===== config.mk =====
export PLATFORM = sky130hd
export DESIGN_NAME = spi_slave_engine
export DESIGN_NICKNAME = d
export VERILOG_FILES = /design/src/rtl/spi_slave_engine_pkg.sv /design/src/rtl/spi_slave_engine_sync_edge.sv /design/src/rtl/spi_slave_engine.sv
export SDC_FILE = /design/constraint.sdc
export NUM_CORES = 1
export LEC_CHECK = 0
export ABC_AREA = 1
export CORE_AREA = 2 2 67 84
export CTS_CLUSTER_DIAMETER = 150
export DETAILED_ROUTE_END_ITERATION = 10
export DIE_AREA = 0 0 69 86
export HOLD_SLACK_MARGIN = 0.06
export PLACE_DENSITY_LB_ADDON = 0.12
export SYNTH_ARGS = -nofsm -noshare
export SYNTH_HDL_FRONTEND = slang
export SYNTH_SLANG_ARGS = --single-unit

===== constraint.sdc =====
create_clock -name clk -period 3.7 [get_ports clk]
set_input_delay 0.555 -clock clk [delete_from_list [all_inputs] [get_ports clk]]
set_output_delay 0.555 -clock clk [all_outputs]
set_load 0.05 [all_outputs]

===== src/rtl/spi_slave_engine_pkg.sv =====
`default_nettype none
// +----------------------------------------------------------------------+
// | Module      : spi_slave_engine_pkg                                   |
// | Description : Shared constants, state encoding and bit-order helpers |
// |               for the SPI slave engine.                              |
// | Revision    : 1.0 - initial release                                  |
// +----------------------------------------------------------------------+
package spi_slave_engine_pkg;

  localparam int c_SPI_DW = 8;
  localparam int c_CNT_W  = 3;

  // Controller state encoding
  localparam logic [1:0] c_ST_IDLE  = 2'd0;
  localparam logic [1:0] c_ST_LOAD  = 2'd1;
  localparam logic [1:0] c_ST_SHIFT = 2'd2;
  localparam logic [1:0] c_ST_DONE  = 2'd3;

  typedef enum logic [1:0] {
    ST_IDLE  = c_ST_IDLE,
    ST_LOAD  = c_ST_LOAD,
    ST_SHIFT = c_ST_SHIFT,
    ST_DONE  = c_ST_DONE
  } spi_state_t;

  // Byte sent when the master clocks a transfer with no byte queued
  localparam logic [c_SPI_DW-1:0] c_TX_EMPTY_FILL = 8'hFF;

  // Bit currently at the output end of the shifter for the chosen order
  function automatic logic out_bit(input logic [c_SPI_DW-1:0] b, input logic lsbfe);
    return lsbfe ? b[0] : b[c_SPI_DW-1];
  endfunction

  // Shift one received bit in at the far end; the next TX bit moves to the output end
  function automatic logic [c_SPI_DW-1:0] shift_in(input logic [c_SPI_DW-1:0] b,
                                                   input logic lsbfe,
                                                   input logic d);
    return lsbfe ? {d, b[c_SPI_DW-1:1]} : {b[c_SPI_DW-2:0], d};
  endfunction

endpackage
`default_nettype wire


===== src/rtl/spi_slave_engine_sync_edge.sv =====
`default_nettype none
// +----------------------------------------------------------------------+
// | Module      : spi_sync_edge                                          |
// | Description : Multi-flop synchronizers for the SPI pins plus edge    |
// |               detection on the synchronized sck, classified as       |
// |               leading/trailing relative to the idle clock level.     |
// | Revision    : 1.0 - initial release                                  |
// +----------------------------------------------------------------------+
module spi_sync_edge
  import spi_slave_engine_pkg::*;
#(
  parameter int SYNC_STAGES = 2
) (
  input  logic clk,
  input  logic rst,
  input  logic i_cpol,
  input  logic i_sck,
  input  logic i_ss_n,
  input  logic i_mosi,
  output logic o_ss_n,
  output logic o_mosi,
  output logic o_lead,
  output logic o_trail
);

  logic [SYNC_STAGES-1:0] r_sck_q;
  logic [SYNC_STAGES-1:0] r_ss_n_q;
  logic [SYNC_STAGES-1:0] r_mosi_q;
  logic                   r_sck_d;
  logic                   w_sck_s;
  logic                   w_rise;
  logic                   w_fall;

  // Synchronizer chains (idle levels: sck low, ss_n high, mosi low) and sck history
  always_ff @(posedge clk or negedge rst) begin
    if (!rst) begin
      r_sck_q  <= '0;
      r_ss_n_q <= '1;
      r_mosi_q <= '0;
      r_sck_d  <= 1'b0;
    end else begin
      r_sck_q  <= {r_sck_q[SYNC_STAGES-2:0], i_sck};
      r_ss_n_q <= {r_ss_n_q[SYNC_STAGES-2:0], i_ss_n};
      r_mosi_q <= {r_mosi_q[SYNC_STAGES-2:0], i_mosi};
      r_sck_d  <= r_sck_q[SYNC_STAGES-1];
    end
  end

  assign w_sck_s = r_sck_q[SYNC_STAGES-1];
  assign w_rise  = w_sck_s & ~r_sck_d;
  assign w_fall  = ~w_sck_s & r_sck_d;

  assign o_ss_n  = r_ss_n_q[SYNC_STAGES-1];
  assign o_mosi  = r_mosi_q[SYNC_STAGES-1];
  // Leading edge leaves the idle (CPOL) level
  assign o_lead  = i_cpol ? w_fall : w_rise;
  assign o_trail = i_cpol ? w_rise : w_fall;

endmodule
`default_nettype wire


===== src/rtl/spi_slave_engine.sv =====
`default_nettype none
// +----------------------------------------------------------------------+
// | Module      : spi_slave_engine                                       |
// | Description : 8-bit SPI slave: IDLE/LOAD/SHIFT/DONE controller, one  |
// |               shared TX/RX shifter, single-entry TX buffer, sticky   |
// |               SPIF/OVR flags. All pins oversampled by clk.           |
// | Revision    : 1.0 - initial release                                  |
// +----------------------------------------------------------------------+
module spi_slave_engine
  import spi_slave_engine_pkg::*;
#(
  parameter int SYNC_STAGES = 2
) (
  input  logic                clk,
  input  logic                rst,
  input  logic                SPE,
  input  logic                CPOL,
  input  logic                CPHA,
  input  logic                LSBFE,
  input  logic                sck_in,
  input  logic                ss_n_in,
  input  logic                mosi_in,
  output logic                miso_out,
  output logic                miso_oe,
  input  logic [c_SPI_DW-1:0] tx_data,
  input  logic                tx_load,
  output logic                tx_ready,
  output logic [c_SPI_DW-1:0] rx_data,
  output logic                SPIF,
  output logic                OVR,
  input  logic                spif_clr,
  output logic                busy
);

  spi_state_t          r_state;
  spi_state_t          w_state_nxt;
  logic [c_CNT_W-1:0]  r_cnt;
  logic [c_SPI_DW-1:0] r_sh;
  logic [c_SPI_DW-1:0] r_txbuf;
  logic                r_tx_full;
  logic [c_SPI_DW-1:0] r_rx;
  logic                r_spif;
  logic                r_ovr;
  logic                r_miso;
  logic                r_cpol;
  logic                r_cpha;
  logic                r_lsbfe;

  logic                w_ss_n_s;
  logic                w_mosi_s;
  logic                w_lead;
  logic                w_trail;
  logic                w_sample;
  logic                w_shift;
  logic                w_abort;
  logic                w_done_set;
  logic                w_tx_take;
  logic [c_SPI_DW-1:0] w_load_val;

  spi_sync_edge #(
    .SYNC_STAGES (SYNC_STAGES)
  ) u_sync_edge (
    .clk     (clk),
    .rst     (rst),
    .i_cpol  (r_cpol),
    .i_sck   (sck_in),
    .i_ss_n  (ss_n_in),
    .i_mosi  (mosi_in),
    .o_ss_n  (w_ss_n_s),
    .o_mosi  (w_mosi_s),
    .o_lead  (w_lead),
    .o_trail (w_trail)
  );

  assign w_sample   = r_cpha ? w_trail : w_lead;
  assign w_shift    = r_cpha ? w_lead  : w_trail;
  assign w_abort    = !SPE || w_ss_n_s;
  assign w_load_val = r_tx_full ? r_txbuf : c_TX_EMPTY_FILL;
  // A completed byte is only posted while the engine is enabled
  assign w_done_set = (r_state == ST_DONE) && SPE;
  // The buffer slot being vacated by LOAD may be refilled in the same cycle
  assign w_tx_take  = tx_load && (!r_tx_full || r_state == ST_LOAD);

  // Next-state logic for the transfer controller
  always_comb begin
    w_state_nxt = r_state;
    case (r_state)
      ST_IDLE:  if (SPE && !w_ss_n_s) w_state_nxt = ST_LOAD;
      ST_LOAD:  w_state_nxt = w_abort ? ST_IDLE : ST_SHIFT;
      ST_SHIFT: begin
        if (w_abort)                  w_state_nxt = ST_IDLE;
        else if (w_sample && &r_cnt)  w_state_nxt = ST_DONE;
      end
      ST_DONE:  w_state_nxt = w_abort ? ST_IDLE : ST_LOAD;
      default:  w_state_nxt = ST_IDLE;
    endcase
  end

  // Controller state register
  always_ff @(posedge clk or negedge rst) begin
    if (!rst) r_state <= ST_IDLE;
    else      r_state <= w_state_nxt;
  end

  // Mode capture, bit counter and shifter/output bit
  always_ff @(posedge clk or negedge rst) begin
    if (!rst) begin
      r_cpol  <= 1'b0;
      r_cpha  <= 1'b0;
      r_lsbfe <= 1'b0;
      r_cnt   <= '0;
      r_sh    <= '0;
      r_miso  <= 1'b0;
    end else begin
      if (r_state == ST_IDLE) begin
        r_cpol  <= CPOL;
        r_cpha  <= CPHA;
        r_lsbfe <= LSBFE;
      end
      if (r_state == ST_LOAD || w_state_nxt == ST_IDLE)
        r_cnt <= '0;
      else if (r_state == ST_SHIFT && w_sample)
        r_cnt <= r_cnt + 3'd1;
      if (r_state == ST_LOAD) begin
        r_sh   <= w_load_val;
        r_miso <= out_bit(w_load_val, r_lsbfe);
      end else if (r_state == ST_SHIFT) begin
        if (w_shift)  r_miso <= out_bit(r_sh, r_lsbfe);
        if (w_sample) r_sh   <= shift_in(r_sh, r_lsbfe, w_mosi_s);
      end
    end
  end

  // Single-entry transmit buffer
  always_ff @(posedge clk or negedge rst) begin
    if (!rst) begin
      r_txbuf   <= '0;
      r_tx_full <= 1'b0;
    end else if (w_tx_take) begin
      r_txbuf   <= tx_data;
      r_tx_full <= 1'b1;
    end else if (r_state == ST_LOAD) begin
      r_tx_full <= 1'b0;
    end
  end

  // Receive data and sticky flags; a DONE post beats a coincident clear
  always_ff @(posedge clk or negedge rst) begin
    if (!rst) begin
      r_rx   <= '0;
      r_spif <= 1'b0;
      r_ovr  <= 1'b0;
    end else if (w_done_set) begin
      if (!r_spif) begin
        r_rx   <= r_sh;
        r_spif <= 1'b1;
      end else begin
        r_ovr  <= 1'b1;
      end
    end else if (spif_clr) begin
      r_spif <= 1'b0;
      r_ovr  <= 1'b0;
    end
  end

  // In LOAD the first bit is driven straight from the value being loaded
  assign miso_oe  = SPE && !w_ss_n_s && (r_state != ST_IDLE);
  assign miso_out = miso_oe &&
                    ((r_state == ST_LOAD) ? out_bit(w_load_val, r_lsbfe) : r_miso);
  assign busy     = (r_state != ST_IDLE);
  assign tx_ready = !r_tx_full;
  assign rx_data  = r_rx;
  assign SPIF     = r_spif;
  assign OVR      = r_ovr;

endmodule
`default_nettype wire


# == Word-level counts from Yosys, hierarchy flattened ==
# Cells that the tools add are included.
# classes
shift,0
addsub,1
n_lt_le_gt_ge,0
mul,0
n_eq_ne,4
div_mod_pow,0
n_reduce_logical,27
bitwise,5
n_mux,29
# op_table
cell,n
$mux 8,5
$mux 1,17
$reduce_bool 2->1,7
$mux 2,4
$pmux 2 s4,1
$reduce_and 2->1,4
$logic_and 1x1->1,7
$mux 3,2
$eq 2x2->1 const B,2
$logic_not 2->1,2
$add 3x1->3 const B,1
$logic_not 1->1,3
$logic_or 1x1->1,3
$not 1->1,3
$reduce_and 3->1,1
$and 1x1->1,2
$eq 2x1->1 const B,1
$ne 2x2->1 const B,1
# totals
latchBits,0
memories,0
inputBits,19
mem_bits_rw,0
output_inout_bits,14
word_cells,82
ff_bits,43
rom_bits,0

# == Logic depth before layout (Yosys ltp) ==
# logic_depth
word_depth,11
mapped_depth,11
mapped_depth_nobuf,11

# == Modules after synthesis ==
# From an unflattened synthesis, not the netlist that was laid out.
# hier_totals
cells_unflattened,211
area_unflattened_um2,1990.7
# modules_own_cells
module,seq_area_each_um2,cells_per_inst,n_inst,area_per_inst_um2
spi_slave_engine,900.9,195,1,1774.2
spi_sync_edge,177.7,16,1,216.5

# == Worst setup path after synthesis ==
# Ideal clock, no wire load.
# synth_path
path_type,reg-to-output
start,register r_state[0]
end,output port miso_out
path_buffers,1
required_time_ns,3.145
slack_ns,0.426
path_stages_with_launch,6
arrival_time_ns,2.719
path_cell_list,dfrtp_1 -> inv_1 -> ha_1 -> buf_2 -> nor2_1 -> a21boi_0
# synth_via
elab_chain_cells,3
# synth_rtl
item,line,rtl
"start, declared",spi_slave_engine.sv:35,spi_state_t r_state;
"start signal, assigned",spi_slave_engine.sv:102,else r_state <= w_state_nxt;
$reduce_bool 2->1,spi_slave_engine.sv:167,assign miso_oe = SPE && !w_ss_n_s && (r_state != ST_IDLE);
$logic_and 1x1->1,spi_slave_engine.sv:167,
net miso_oe,spi_slave_engine.sv:24,"output logic miso_oe,"
$logic_and 1x1->1,spi_slave_engine.sv:168,assign miso_out = miso_oe &&
"end, declared",spi_slave_engine.sv:23,"output logic miso_out,"
# The timed path passes the listed nets, and every way through them passes these cells.

# == Worst setup path in the final report ==
# layout_path
start,register r_state[1]
end,output port miso_out
# layout_via
elab_chain_cells,3
# layout_rtl
item,line
$eq 2x1->1 / $reduce_bool 2->1 (equally long branches),"spi_slave_engine.sv:169, spi_slave_engine.sv:167"
$mux 1 / $logic_and 1x1->1 (equally long branches),"spi_slave_engine.sv:169, spi_slave_engine.sv:167"
$logic_and 1x1->1 (*),spi_slave_engine.sv:168
# Mark *: on every way between the ends. The rest lies on a longest branch, timed or not.

==> impl_metrics.yaml <==
synthesis:
  synth_flop_cell: "dfrtp_1"
  ys_ff_latch: 43
  synth_edf_count: 0
  synth_largest_area_cell: "dfrtp_1"
  yosysSeqAreaShare: 0.543
  yosys.area.top_type_share: 0.516
  syn-num-nets: 228
  synthTopCellsByArea: "dfrtp_1 (52%), o21ai_0 (7.8%), nand2_1 (6.2%)"
  synthCells: 203
  syn_area_sq_um: 1990
  synth_area_per_cell_sq_um: 9.79
  ys_types: 28
  yosys_warnings: 0
  synth-async-reset-ratio: 1.00
global_route:
  antenna_found_initial: 0
  grt-ovfl-total: 0
  track_usage: 0.141
  grt_pass1_wl_mm: 6.73
  grt_pass1_vias: 1460
  grt_max_degree: 44
clock_network:
  cts-htree-levels: 2
  clk_latency_ns: 0.29
  cts.clk_slew.worst_paths_ns: 0.07
  numCtsBuffers: 5
  cts.repair.resized: 0
  post_cts_buffers: 0
  root_buffer: "clkbuf_8"
  ctsHoldBuffers: 0
  clkSinkCount: 43
  cts_tree: "built"
  cts.path.max_buffers: 2
drt:
  drc: 0
  viasPerCell: 4.92
  drt_iter0_drc: 116
  dr.max_layer_used: "met4"
  ant_nets: 0
  wl_per_cell_microns: 12.5
  drtPass1Iterations: 4
  routedLengthMet1_mm: 1.76
  num_vias: 1470
  dr_wl_met2_mm: 1.74
  route.met3.wl_microns: 189
  drt-total-wl_mm: 3.74
floorplan:
  die-height_microns: 86
  fp.dieW_microns: 69
  coreArea_sq_um: 5080
  dieArea_sq_um: 5930
  pin_count: 33
  rows: 29
  start_util: 0.391
status:
  status: "complete, no violations"
setup_path:
  cpPeakStageDelay_ns: 0.82
  crit_type: "register to output pin"
  slowest_stage: "clkdlybuf4s50_1"
  critPathLaunchType: "register"
  endpoint_kind: "output pin"
  crit_path_max_fanout: 12
  crit_required_ns: 3.14
  ff2ff_path_depth: 6
  arrival_ns: 2.63
  path_depth: 7
  crit_buf_inv: 2
  path_cells: "inv_1, ha_1, o21ai_0, a31oi_1, nor2_1, a21boi_0, clkdlybuf4s50_1"
  critical_path.top_delay_family: "buffers and inverters"
timing:
  final_hold_viol_count: 0
  rsz0062_at_grt: "false"
  min_period_over_period: 0.859
  setup_tns_ns: 0
  tightest_slew_ns: 0.948
  slew_headroom: 0.368
  clock-skew-final_ns: 0.00919
  fin_crit_ns: 3.18
  setup_viol_count_final: 0
  timing.fmax_mhz: 314
  drv_slew: 0
run:
  cap_violations: 0
layout:
  final_cells: 299
  final_common_cell: "dfrtp_1"
  syn_to_final_growth_pct: 22.7
  antennaDiodeCount: 0
  drive_above_1_share: 0.122
  nNetsFinal: 261
  final_cell_mix: "dfrtp_1 (41), nand2_1 (33), o21ai_0 (31), clkdlybuf4s50_1 (31), inv_1 (26)"
placement:
  gp_congestion: 0.714
  dp_cells: 291
  port_buffers: 32
  dp_hpwl_mm: 2.71
power:
  leakagePower_nw: 1.13
  powerDensity_nw_per_um2: 777
  vdd_drop_max_v: 0.000381
worst_hold_path:
  min_path_cells: 0
  hp-class: "register to register"
==> registers in the layout (all words and copies together) (netlist names), 2 cells and up <==
| name | flops |
|---|---|
| r_cnt | 3 |
| u_sync_edge.r_mosi_q | 2 |
| rx_data | 8 |
| r_txbuf | 8 |
| u_sync_edge.r_ss_n_q | 2 |
| r_sh | 8 |
| u_sync_edge.r_sck_q | 2 |
| r_state | 2 |
==> cells by family (layout without fill, tap and decap cells) <==
group	Yosys count	count (layout)	synth area share
buf+inv	33	67	0.0680
xor+xnor	1	1	0.00441
simple gates	56	56	0.128
flops	43	43	0.543
compound gates	55	55	0.164
fa+ha+maj	6	6	0.0378
mux	9	9	0.0548
==> through the flow <==
step / cell area [sq um] / utilization / power [mW] / setup WS (ns) / hold slack, ns
after floorplan: 1990 / - / 1.37 / 0.426 / 0.259
after global placement: 2350 / 0.462 / 1.60 / 0.768 / 0.333
after detailed placement: 2350 / 0.462 / 1.60 / 0.750 / 0.344
after CTS: 2440 / 0.480 / 1.92 / 0.472 / 0.358
after global routing: 2440 / 0.480 / 2.05 / 0.338 / 0.362
final: 2440 / 0.480 / 1.89 / 0.520 / 0.357
==> power by group <==
group / internal, mW / switching [mW] / leakage [nW]
sequential: 0.630 / 0.112 / 0.537
clock: 0.151 / 0.152 / 0.0482
combinational: 0.308 / 0.540 / 0.540
total: 1.09 / 0.805 / 1.13
==> Yosys cell counts (3+ instances only) <==
library cell and n:
nand2_1 33, dfrtp_1 41, o21ai_0 31, mux2_2 7, nand3_1 6, inv_1 26, a21oi_1 10, o211ai_1 6
nand3_2 3, ha_1 6, buf_2 3, nor2_1 11
==> final timing paths <==
kind / startpoint / slack, ns / endpoint
max: r_state[1] / 0.52 / miso_out
max reg2reg: r_state[1] / 1.76 / r_sh[3]
min: u_sync_edge.r_ss_n_q[0] / 0.36 / u_sync_edge.r_ss_n_q[1]
min reg2reg: u_sync_edge.r_ss_n_q[0] / 0.36 / u_sync_edge.r_ss_n_q[1]
max in group asynchronous: rst / 2.70 / r_txbuf[2]
min in group asynchronous: rst / 0.40 / OVR
==> metal layers <==
metal	global-route usage	up-vias
met5	0	-
met4	0.0535	0
met3	0.0400	5
met2	0.222	39
met1	0.186	691
li1	-	735
==> cell type report <==
cell class,instances,area (sq um)
clock buffer,7,86.3
fill,497,2640
multi-input combinational,127,773
timing repair buffer,32,315
inverter,27,101
tap,62,77.6
sequential,43,1080
clock inverter,1,5.00
Power figures use the tool's default switching activity.
